[src/rtl/or1200_wb_arbiter.sv]
// or1200_wb_arbiter: in-order writeback queue that merges same-cycle WAW pairs and
// feeds one or two register-file write ports, with stall and read-hazard flags.
module or1200_wb_arbiter #(
    parameter int RF_WR_PORTS = 2,
    parameter int QDEPTH      = 4,
    parameter int QAW         = 2
) (
    input  logic           clk,
    input  logic           rst,
    input  logic           wb_freeze,
    input  logic           wb_valid,
    input  logic [4:0]     wb_addr,
    input  logic [31:0]    wb_data,
    input  logic           wb_valid2,
    input  logic [4:0]     wb_addr2,
    input  logic [31:0]    wb_data2,
    input  logic [4:0]     rd_addr_a,
    input  logic [4:0]     rd_addr_b,
    output logic           rf_we,
    output logic [4:0]     rf_addrw,
    output logic [31:0]    rf_dataw,
    output logic           rf_we2,
    output logic [4:0]     rf_addrw2,
    output logic [31:0]    rf_dataw2,
    output logic           wb_stall,
    output logic           rd_hit_a,
    output logic           rd_hit_b,
    output logic [QAW:0]   q_count
);
    localparam logic [QAW:0] TWO = (QAW+1)'(2);

    logic [4:0]     addr_q [QDEPTH];
    logic [31:0]    data_q [QDEPTH];
    logic [QAW-1:0] head_q, tail_q, head_d, tail_d, h1, wr2;
    logic [QAW:0]   count_q, count_d;
    logic [QAW+1:0] room;
    logic [1:0]     pops, pushes;
    logic           we1_raw, we2_raw, acc1, acc2, push1;

    assign h1      = head_q + 1'b1;
    assign we1_raw = count_q != '0;
    assign we2_raw = (RF_WR_PORTS == 2) && (count_q >= TWO);
    assign pops    = {1'b0, we1_raw} + {1'b0, we2_raw};
    // Room counts slots freed by this cycle's pops, since pop is applied before push
    assign room     = (QAW+2)'(QDEPTH) - (QAW+2)'(count_q) + (QAW+2)'(pops);
    assign wb_stall = room < (QAW+2)'(2);
    assign acc1     = wb_valid & ~wb_freeze & ~wb_stall;
    assign acc2     = wb_valid2 & ~wb_freeze & ~wb_stall;
    assign push1    = acc1 & ~(acc2 && wb_addr == wb_addr2);
    assign pushes   = {1'b0, push1} + {1'b0, acc2};
    assign wr2      = push1 ? tail_q + 1'b1 : tail_q;
    assign head_d   = head_q + QAW'(pops);
    assign tail_d   = tail_q + QAW'(pushes);
    assign count_d  = count_q + (QAW+1)'(pushes) - (QAW+1)'(pops);

    // Older head entry is suppressed when the younger one hits the same register
    assign rf_we     = we1_raw & ~(we2_raw && addr_q[head_q] == addr_q[h1]);
    assign rf_addrw  = we1_raw ? addr_q[head_q] : '0;
    assign rf_dataw  = we1_raw ? data_q[head_q] : '0;
    assign rf_we2    = we2_raw;
    assign rf_addrw2 = we2_raw ? addr_q[h1] : '0;
    assign rf_dataw2 = we2_raw ? data_q[h1] : '0;
    assign q_count   = count_q;

    always_comb begin
        rd_hit_a = 1'b0;
        rd_hit_b = 1'b0;
        for (int i = 0; i < QDEPTH; i++) begin
            if ((QAW+1)'(i) < count_q) begin
                rd_hit_a = rd_hit_a | (addr_q[head_q + QAW'(i)] == rd_addr_a);
                rd_hit_b = rd_hit_b | (addr_q[head_q + QAW'(i)] == rd_addr_b);
            end
        end
    end

    always_ff @(posedge clk) begin
        if (rst) begin
            head_q  <= '0;
            tail_q  <= '0;
            count_q <= '0;
        end else begin
            head_q  <= head_d;
            tail_q  <= tail_d;
            count_q <= count_d;
        end
    end

    always_ff @(posedge clk) begin
        if (!rst && push1) begin
            addr_q[tail_q] <= wb_addr;
            data_q[tail_q] <= wb_data;
        end
        if (!rst && acc2) begin
            addr_q[wr2] <= wb_addr2;
            data_q[wr2] <= wb_data2;
        end
    end
endmodule
[config.mk]
export PLATFORM = sky130hd
export DESIGN_NAME = or1200_wb_arbiter
export DESIGN_NICKNAME = d
export VERILOG_FILES = /design/src/rtl/or1200_wb_arbiter.sv
export SDC_FILE = /design/constraint.sdc
export NUM_CORES = 1
export LEC_CHECK = 0
export BUFFER_PORTS_ARGS = -buffer_cell sky130_fd_sc_hd__buf_2
export CAP_MARGIN = 20
export CORE_ASPECT_RATIO = 1.2
export CORE_MARGIN = 4
export CORE_UTILIZATION = 29
export CTS_CLUSTER_SIZE = 8
export DETAILED_ROUTE_END_ITERATION = 16
export HOLD_SLACK_MARGIN = 0.15
export PLACE_DENSITY = 0.44
export RECOVER_POWER = 25
export SETUP_SLACK_MARGIN = 0.3
export SKIP_CTS_REPAIR_TIMING = 1
export SYNTH_ARGS = -nofsm -noshare
export SYNTH_HDL_FRONTEND = slang
export SYNTH_SLANG_ARGS = --single-unit
[constraint.sdc]
create_clock -name clk -period 5 [get_ports clk]
set_input_delay 0.25 -clock clk [delete_from_list [all_inputs] [get_ports clk]]
set_output_delay 0.25 -clock clk [all_outputs]
set_load 0.005 [all_outputs]
==> results of run 1 <==
area by class of cell:
class,instances,area share [%]
inverters,10,0.314
diodes,3,0.0628
multi-input cells,443,43.2
flip-flops and latches,155,38.4
clock buffers,21,3.68
clock inverters,11,0.858
repair buffers,196,8.68
well taps,456,4.77
registers in the layout, indices dropped and copies added (netlist names):
register  flops
addr_q       20
tail_q        2
q_count       3
data_q      128
head_q        2
metrics by stage:
stage               setup WS, ns  std cells
global route               0.234       1294
floorplan                  0.822        654
CTS                        0.565       1284
detailed placement         0.593       1252
global placement           0.645       1252
finish                     0.589       1295
worst max-delay path: cells and delay by family, from the launching register on:
family | cells | cell delay (ns)
buf+inv | 4 | 0.47
fa+ha+maj | 5 | 1.69
xor+xnor | 2 | 0.32
simple gates | 5 | 0.97
flops | 1 | 0.43
compound gates | 2 | 0.42
cells in the final DEF (no fill, tap or decap), drive strengths merged, types with 2 or more instances in the layout:
master | netlist | routed
dfxtp | 7 | 7
dlygate4sd3 | 0 | 7
nand4 | 5 | 5
mux2i | 6 | 6
a21oi | 2 | 2
edfxtp | 148 | 148
diode | 0 | 3
clkinv | 0 | 10
nand2 | 4 | 4
a31oi | 4 | 4
ha | 9 | 9
a21bo | 3 | 3
bufinv | 0 | 2
mux4 | 83 | 83
fa | 2 | 2
nand3 | 2 | 2
buf | 36 | 168
xor2 | 23 | 23
nor2b | 4 | 4
clkbuf | 10 | 42
o21ai | 2 | 2
nor4 | 4 | 4
xnor2 | 37 | 37
and2 | 73 | 73
mux2 | 149 | 149
nor2 | 10 | 10
inv | 10 | 8
nor3 | 11 | 11
path summary, 6_finish.rpt:
path	from	end	slack, ns	cells after the start
setup reg to reg	q_count[2]	q_count[2]	0.59	18
hold / removal	wb_data[28]	data_q[1][28]	0.15	2
setup / recovery	q_count[2]	q_count[2]	0.59	18
hold reg to reg	q_count[2]	q_count[2]	0.72	2
where the power goes:
| part | leakage (nW) | switching [mW] | internal [mW] |
|---|---|---|---|
| registers | 1.40 | 0.152 | 1.59 |
| logic | 2.47 | 1.30 | 1.26 |
| clock network | 0.265 | 0.495 | 0.723 |
metal layers:
metal  vias up  part of all wire, %  GRT usage [%]
li1       2907                    -              -
met1      3401                   42           19.2
met2       163                   52           28.2
met3        39                  4.4           3.57
met4        10                  1.8           5.15
met5         -                 0.22              0
logic make-up after synthesis:
kind of cell,synth area share [%]
mux,36.0
flops,45.8
simple gates,6.97
xor+xnor,5.25
buf+inv,3.00
compound gates,1.45
fa+ha+maj,1.52
==> qor.txt, run 1 <==
count of pins over their slew limit - 98
post-route cell area - 12000 um2
layout cells sized above 1 - 49.4%
syn_area_per_cell - 15.3 um2
Power Density - 462 nW/um2
number of synthesized register bits - 155
Setup crit end kind - flip-flop
leading area contributor after synthesis - edfxtp_1
CP Launch Type - flip-flop
failing checks - capacitance limit, slew limit
Worst-Margin Slew - 1.57 ns
most common cell in the netlist - edfxtp_1
RSZ-0062 raised after global routing - false
Die H - 212 um
Initial DRC Count - 270
wire length of the first global-routing pass - 44200 um
VDD IR-drop max - 0.191 mV
Initial Util - 29.4%
I/O Pins - 171
Detail Placement HPWL - 19300 um
post-layout min period - 4.41 ns
CP required - 5.31 ns
Mapped Area - 10000 um2
antenna-violating nets left - 0
count of cell types in the netlist - 39
DIE AREA - 37600 um2
Yosys warning total - 0
filler instances - 3400
gp weighted congestion - 0.800
Seq/Total Area, Yosys - 45.8%
CTS tree - built
skew final - 0.00728 ns
CP Data Arrival Time - 4.72 ns
WL per Instance - 23.0 um
Total Nets Final - 923
CP cell instances - nor2_1 -> clkinv_1 -> nor2_1 -> clkinv_1 -> ha_1 -> ha_1 -> and4b_1 -> a21oi_1 -> o211a_1 -> nand2_2 -> inv_1 -> ha_1 -> inv_1 -> fa_1 -> fa_1 -> xnor2_1 -> xnor2_1 -> nor2_1
Die X - 178 um
Max Cap Viol - 2
# DRC - 0
Synth top cells by count - edfxtp_1, mux2_2, mux4_2
clock buffer depth - 2
via count - 6520
synth top area cells - edfxtp_1, mux4_2, mux2_2
HP Class - in2reg
Final Util - 35.1%
Reg area - 4590 um2
Multi-input gate area - 5170 um2
Final Cycle Share - 88.2%
Final Total Pwr - 5.52 mW
Setup TNS - 0 ns
clock sinks - 155
largest net degree at the start of global routing - 56
layout overhead on the synthesized area - 19.4%
Post-Syn Nets - 754
area share of the largest cell type after synthesis - 44.4%
Final setup viols - 0
Core Box Area - 34100 um2
Clk pin slew, worst setup/hold paths - 0.06 ns
GR Util All Layers - 15.9%
critical path's largest stage delay - 0.46 ns
crit path max fanout - 10
critical path class - reg2reg
initial antenna violation count - 7
Mapped Cells - 654
clock root cell - clkbuf_16
CTS H-tree lvls - 4
fmax - 227 MHz
Routed WL - 29800 um
Vias/cell - 5.03
Worst-Skew Late Latency - 0.43 ns
prevailing post-synth register cell - edfxtp_1
number of global-route vias before repair - 7163
final hold violations - 0
gr ovfl total - 0
Port Buffers - 170
1st-pass router iterations - 5
Critical-path top delay cell - fa_1
asr flop ratio synth - 0%
Slew HR - -4.51%
status - complete, but fails checks
Post-synth EDFFs - 148
cts bufs inserted - 17
leakage - 4.13 nW
Hold WS - 0.151 ns
Cell Area, Placed - 11400 um2
Site Rows - 74
Note: power is estimated with default switching activity, not from simulation.
==> run 2, diff against run 1 <==
- CELL_PAD_IN_SITES_DETAIL_PLACEMENT: not set -> 0
- CELL_PAD_IN_SITES_GLOBAL_PLACEMENT: not set -> 1
- PLACE_DENSITY: 0.44 -> 0.51
==> qor.txt, run 2 (synthesis gave the netlist of run 1 again) <==
status - complete, but fails checks
failing checks - capacitance limit, slew limit
Worst-Skew Late Latency - 0.44 ns (about the same)
cts bufs inserted - 17 (unchanged)
WL per Instance - 22.3 um (-3.2%)
Final Total Pwr - 5.74 mW (+4.0%)
skew final - 0.00557 ns (-0.00171 ns)
Final Cycle Share - 86.0% (-2.2 points)
CTS H-tree lvls - 4 (unchanged)
initial antenna violation count - 4 (-3)
Routed WL - 29100 um (-2.3%)
most frequent cells in the layout - buf_2, edfxtp_1, mux2_2
Slew HR - -50.6% (-46 points)
CP required - 5.32 ns (about the same)
post-layout min period - 4.30 ns (-0.111 ns)
M1 WL - 11600 um (-6.1%)
1st-pass router iterations - 4 (-1)
Setup TNS - 0 ns (unchanged)
DR top layer - met5
Cell Area, Placed - 11400 um2 (unchanged)
critical path class - reg2reg
Worst-Margin Slew - 2.26 ns (+0.691 ns)
Multi-input gate area - 5170 um2 (about the same)
CP Launch Type - flip-flop
filler instances - 3403 (+0.088%)
Port Buffers - 170 (unchanged)
Most flops, register - data_q
met2 WL post-DR - 15600 um (+0.63%)
VDD IR-drop max - 0.258 mV (+35%)
layout overhead on the synthesized area - 22.4%
gr ovfl total - 0 (unchanged)
met3 WL - 1400 um (+6.7%)
Critical Path Start - q_count[2]
fmax - 233 MHz (+2.6%)
gp weighted congestion - 0.793 (-0.94%)
antenna-violating nets left - 0 (unchanged)
Buffers & Inverters on Critical Path - 4 (unchanged)
Final setup viols - 0 (unchanged)
layout cells sized above 1 - 48.5% (-0.93 points)
Critical R2R Launch - q_count[2]
critical path's largest stage delay - 0.46 ns (about the same)
RSZ-0062 raised after global routing - false
delay-heaviest family, CP - adder cells
Vias/cell - 4.94 (-1.9%)
post-route cell area - 12300 um2 (+2.5%)
Reg area - 4590 um2 (unchanged)
Max Cap Viol - 1 (-1)
Core Box Area - 34100 um2 (unchanged)
clock buffer depth - 2 (unchanged)
Critical-path top delay cell - fa_1
DIE AREA - 37600 um2 (unchanged)
Final Util - 36.0% (+0.88 points)
number of flip-flops in the largest register - 128 (unchanged)
Site Rows - 74 (unchanged)
CTS tree - built
CP Data Arrival Time - 4.62 ns (-0.10 ns)
Total Nets Final - 937 (+1.5%)
Setup crit end kind - flip-flop
# DRC - 0 (unchanged)
HP Class - in2reg
I/O Pins - 171 (unchanged)
largest net degree at the start of global routing - 51 (-8.9%)
count of pins over their slew limit - 38 (-61%)
GR Util All Layers - 15.6% (-0.28 points)
number of global-route vias before repair - 7096 (-0.94%)
Detail Placement HPWL - 19000 um (-1.3%)
Initial Util - 29.4% (unchanged)
hold_sp - wb_data[14]
Die X - 178 um (unchanged)
placed cells - 1247 (-0.40%)
Place WS - 0.571 ns (-0.0226 ns)
crit path max fanout - 10 (unchanged)
Die H - 212 um (unchanged)
post-route insts no fill - 1307 (+0.93%)
clock sinks - 155 (unchanged)
leakage - 4.25 nW (+2.7%)
Power Density - 468 nW/um2 (+1.4%)
wire length of the first global-routing pass - 43200 um (-2.1%)
Clk pin slew, worst setup/hold paths - 0.06 ns (about the same)
Hold WS - 0.150 ns (-0.000958 ns)
via count - 6457 (-0.97%)
CP cell instances - nor2_1 -> clkinv_1 -> nor2_1 -> clkinv_1 -> ha_1 -> ha_1 -> and4b_1 -> a21oi_2 -> o211a_1 -> nand2_2 -> inv_1 -> ha_1 -> inv_1 -> fa_1 -> fa_1 -> xnor2_1 -> xnor2_1 -> nor2_1
commonest non-fill, non-tap cell in the layout - buf_2
Initial DRC Count - 328 (+21%)
post-route setup slack - 0.700 ns (+0.111 ns)
final hold violations - 0 (unchanged)
clock root cell - clkbuf_16
[run 2: changes by cell type in the layout (fill, tap and decap cells not counted), moves of 2 or more]
cell	before	now
dlygate4sd3_1	7	27
buf_4	15	5
bufinv_16	2	6
buf_12	0	3
clkbuf_1	22	19
buf_2	152	154
clkinv_2	4	2
diode_2	3	1
[run 2: final timing paths]
| path | cells past startpoint | slack (ns) | end |
|---|---|---|---|
| worst max register to register | 18 | 0.70 | q_count[2] |
| worst max-delay path | 18 | 0.70 | q_count[2] |
| worst min register to register | 2 | 0.69 | q_count[2] |
| worst min-delay path | 2 | 0.15 | data_q[1][14] |
[run 2: power breakdown]
group / internal [mW] / switching (mW)
combinational: 1.26 / 1.23
sequential: 1.59 / 0.211
clock: 0.928 / 0.520
[run 2: metal layers]
| metal | vias up | track usage, % |
|---|---|---|
| li1 | 2932 | - |
| met1 | 3310 | 18.0 |
| met2 | 171 | 28.6 |
| met3 | 36 | 3.79 |
| met4 | 8 | 4.78 |
| met5 | - | 0 |
[run 2: layout make-up]
type                    instances  area share (%)
repair buffers                210            10.0
diodes                          1          0.0204
clock buffers                  18            3.50
well taps                     456            4.66
flip-flops and latches        155            37.5
multi-input cells             443            42.2
clock inverters                14            1.84
inverters                      10           0.306
==> run 3, diff against run 2 <==
- CELL_PAD_IN_SITES_DETAIL_PLACEMENT: 0 -> not set
- CELL_PAD_IN_SITES_GLOBAL_PLACEMENT: 1 -> not set
- CORE_MARGIN: 4 -> 8
- PLACE_DENSITY: 0.51 -> 0.44
==> qor.txt, run 3 (synthesis gave the netlist of run 1 again) <==
layout cells sized above 1 - 48.9% (+0.39 points)
Clk pin slew, worst setup/hold paths - 0.06 ns (about the same)
CTS H-tree lvls - 4 (unchanged)
Site Rows - 74 (unchanged)
Final Cycle Share - 89.1% (+3.1 points)
VDD IR-drop max - 0.181 mV (-30%)
number of global-route vias before repair - 7164 (+0.96%)
internal power - 3.76 mW (-0.48%)
final hold violations - 0 (unchanged)
Power Density - 475 nW/um2 (+1.4%)
Logic pwr share - 42.9% (-0.4 points)
Final Total Pwr - 5.72 mW (-0.36%)
Vias/cell - 4.97 (+0.60%)
gp weighted congestion - 0.809 (+2.0%)
Routed WL - 29700 um (+2.2%)
antenna-violating nets left - 0 (unchanged)
initial antenna violation count - 5 (+1)
Place WS - 0.564 ns (-0.00648 ns)
critical path's largest stage delay - 1.47 ns (+1.01 ns)
DIE AREA - 40800 um2 (+8.5%)
Detail Placement HPWL - 19700 um (+3.6%)
Slew HR - -18.7% (+32 points)
post-layout min period - 4.45 ns (+0.154 ns)
post-route setup slack - 0.547 ns (-0.154 ns)
Buffers & Inverters on Critical Path - 2 (-2)
CP required - 4.75 ns (-0.57 ns)
Sw Share - 34.2% (+0.081 points)
Final setup viols - 0 (unchanged)
count of pins over their slew limit - 55 (+45%)
CP cell instances - clkbuf_2 -> mux4_2 -> and2_0 -> buf_2
Critical-path top delay cell - dfxtp_2
layout overhead on the synthesized area - 20.3%
wire length of the first global-routing pass - 43800 um (+1.3%)
Seq pwr share - 31.8% (+0.3 points)
n_diodes - 0 (-1)
HP Class - in2reg
CP Launch Type - flip-flop
cts bufs inserted - 17 (unchanged)
Clk network pwr share - 25.3% (about the same)
P_sw - 1.95 mW (-0.12%)
Hold WS - 0.156 ns (+0.00575 ns)
skew final - 0.00977 ns (+0.00420 ns)
Most flops, register - data_q
crit path max fanout - 54 (+44)
I/O Pins - 171 (unchanged)
delay-heaviest family, CP - flip-flops
Port Buffers - 170 (unchanged)
fmax - 225 MHz (-3.4%)
Die H - 220 um (+3.8%)
Die X - 186 um (+4.5%)
most frequent cells in the layout - edfxtp_1, buf_2, mux2_2
Worst-Skew Late Latency - 0.42 ns (-0.02 ns)
Core Box Area - 34100 um2 (unchanged)
GR Util All Layers - 14.6% (-1.0 points)
failing checks - capacitance limit, slew limit
Total Nets Final - 922 (-1.6%)
Initial Util - 29.4% (unchanged)
WL per Instance - 23.0 um (+3.4%)
Initial DRC Count - 300 (-8.5%)
number of flip-flops in the largest register - 128 (unchanged)
Worst-Margin Slew - 1.78 ns (-0.477 ns)
clock root cell - clkbuf_16
CTS tree - built
Setup crit end kind - output port
clock buffer depth - 2 (unchanged)
1st-pass router iterations - 4 (unchanged)
clock sinks - 155 (unchanged)
status - complete, but fails checks
leakage - 4.15 nW (-2.2%)
critical path class - reg2out
largest net degree at the start of global routing - 55 (+7.8%)
via count - 6416 (-0.63%)
gr ovfl total - 0 (unchanged)
CP Data Arrival Time - 4.20 ns (-0.42 ns)
Setup TNS - 0 ns (unchanged)
RSZ-0062 raised after global routing - false
Max Cap Viol - 1 (unchanged)
commonest non-fill, non-tap cell in the layout - edfxtp_1
# DRC - 0 (unchanged)
run 3: final cells by class:
class	count	area [um2]
Timing Repair Buffer	195	1020
Sequential cell	155	4590
Fill cell	3402	22000
Multi-Input combinational cell	443	5170
Clock buffer	20	437
Inverter	10	37.5
Tap cell	456	571
Clock inverter	12	220
run 3: layer usage:
| layer | vias to the layer above | share of wire (%) | track usage (%) |
|---|---|---|---|
| met2 | 134 | 53 | 26.8 |
| met3 | 30 | 4.1 | 2.87 |
| met4 | 10 | 1.2 | 4.48 |
| li1 | 2895 | - | - |
| met5 | - | 0.17 | 0 |
| met1 | 3347 | 42 | 16.9 |
run 3: power groups by stage:
stage | combinational [mW] | sequential, mW | clock [mW]
finish | 2.45 | 1.82 | 1.45
global route | 2.69 | 1.85 | 1.52
CTS | 2.56 | 1.83 | 1.48
detailed placement | 2.55 | 1.85 | 0
global placement | 2.54 | 1.84 | 0
floorplan | 1.77 | 1.67 | 0
run 3: worst paths after layout:
kind,from,to,depth (start not counted),slack [ns]
max,head_q[1],rf_dataw[16],4,0.55
min,wb_data[27],data_q[1][27],2,0.16
max reg2reg,q_count[2],q_count[2],18,0.63
min reg2reg,q_count[2],q_count[2],2,0.71
run 3: stage by stage:
step	instances	util (%)	area, um2
floorplan	654	-	10000
global placement	1254	33.4	11400
detailed placement	1254	33.4	11400
CTS	1286	35.3	12000
global route	1291	35.3	12000
finish	1291	35.3	12000
run 3: worst register-to-register path, delay by kind of cell (launching register included):
family / cells / cell delay (ns)
DFF: 1 / 0.42
and+or+nand+nor: 5 / 0.96
buffers and inverters: 4 / 0.45
AOI/OAI and AO/OA: 2 / 0.41
adders and majority gates: 5 / 1.70
xor gates and xnor gates: 2 / 0.32
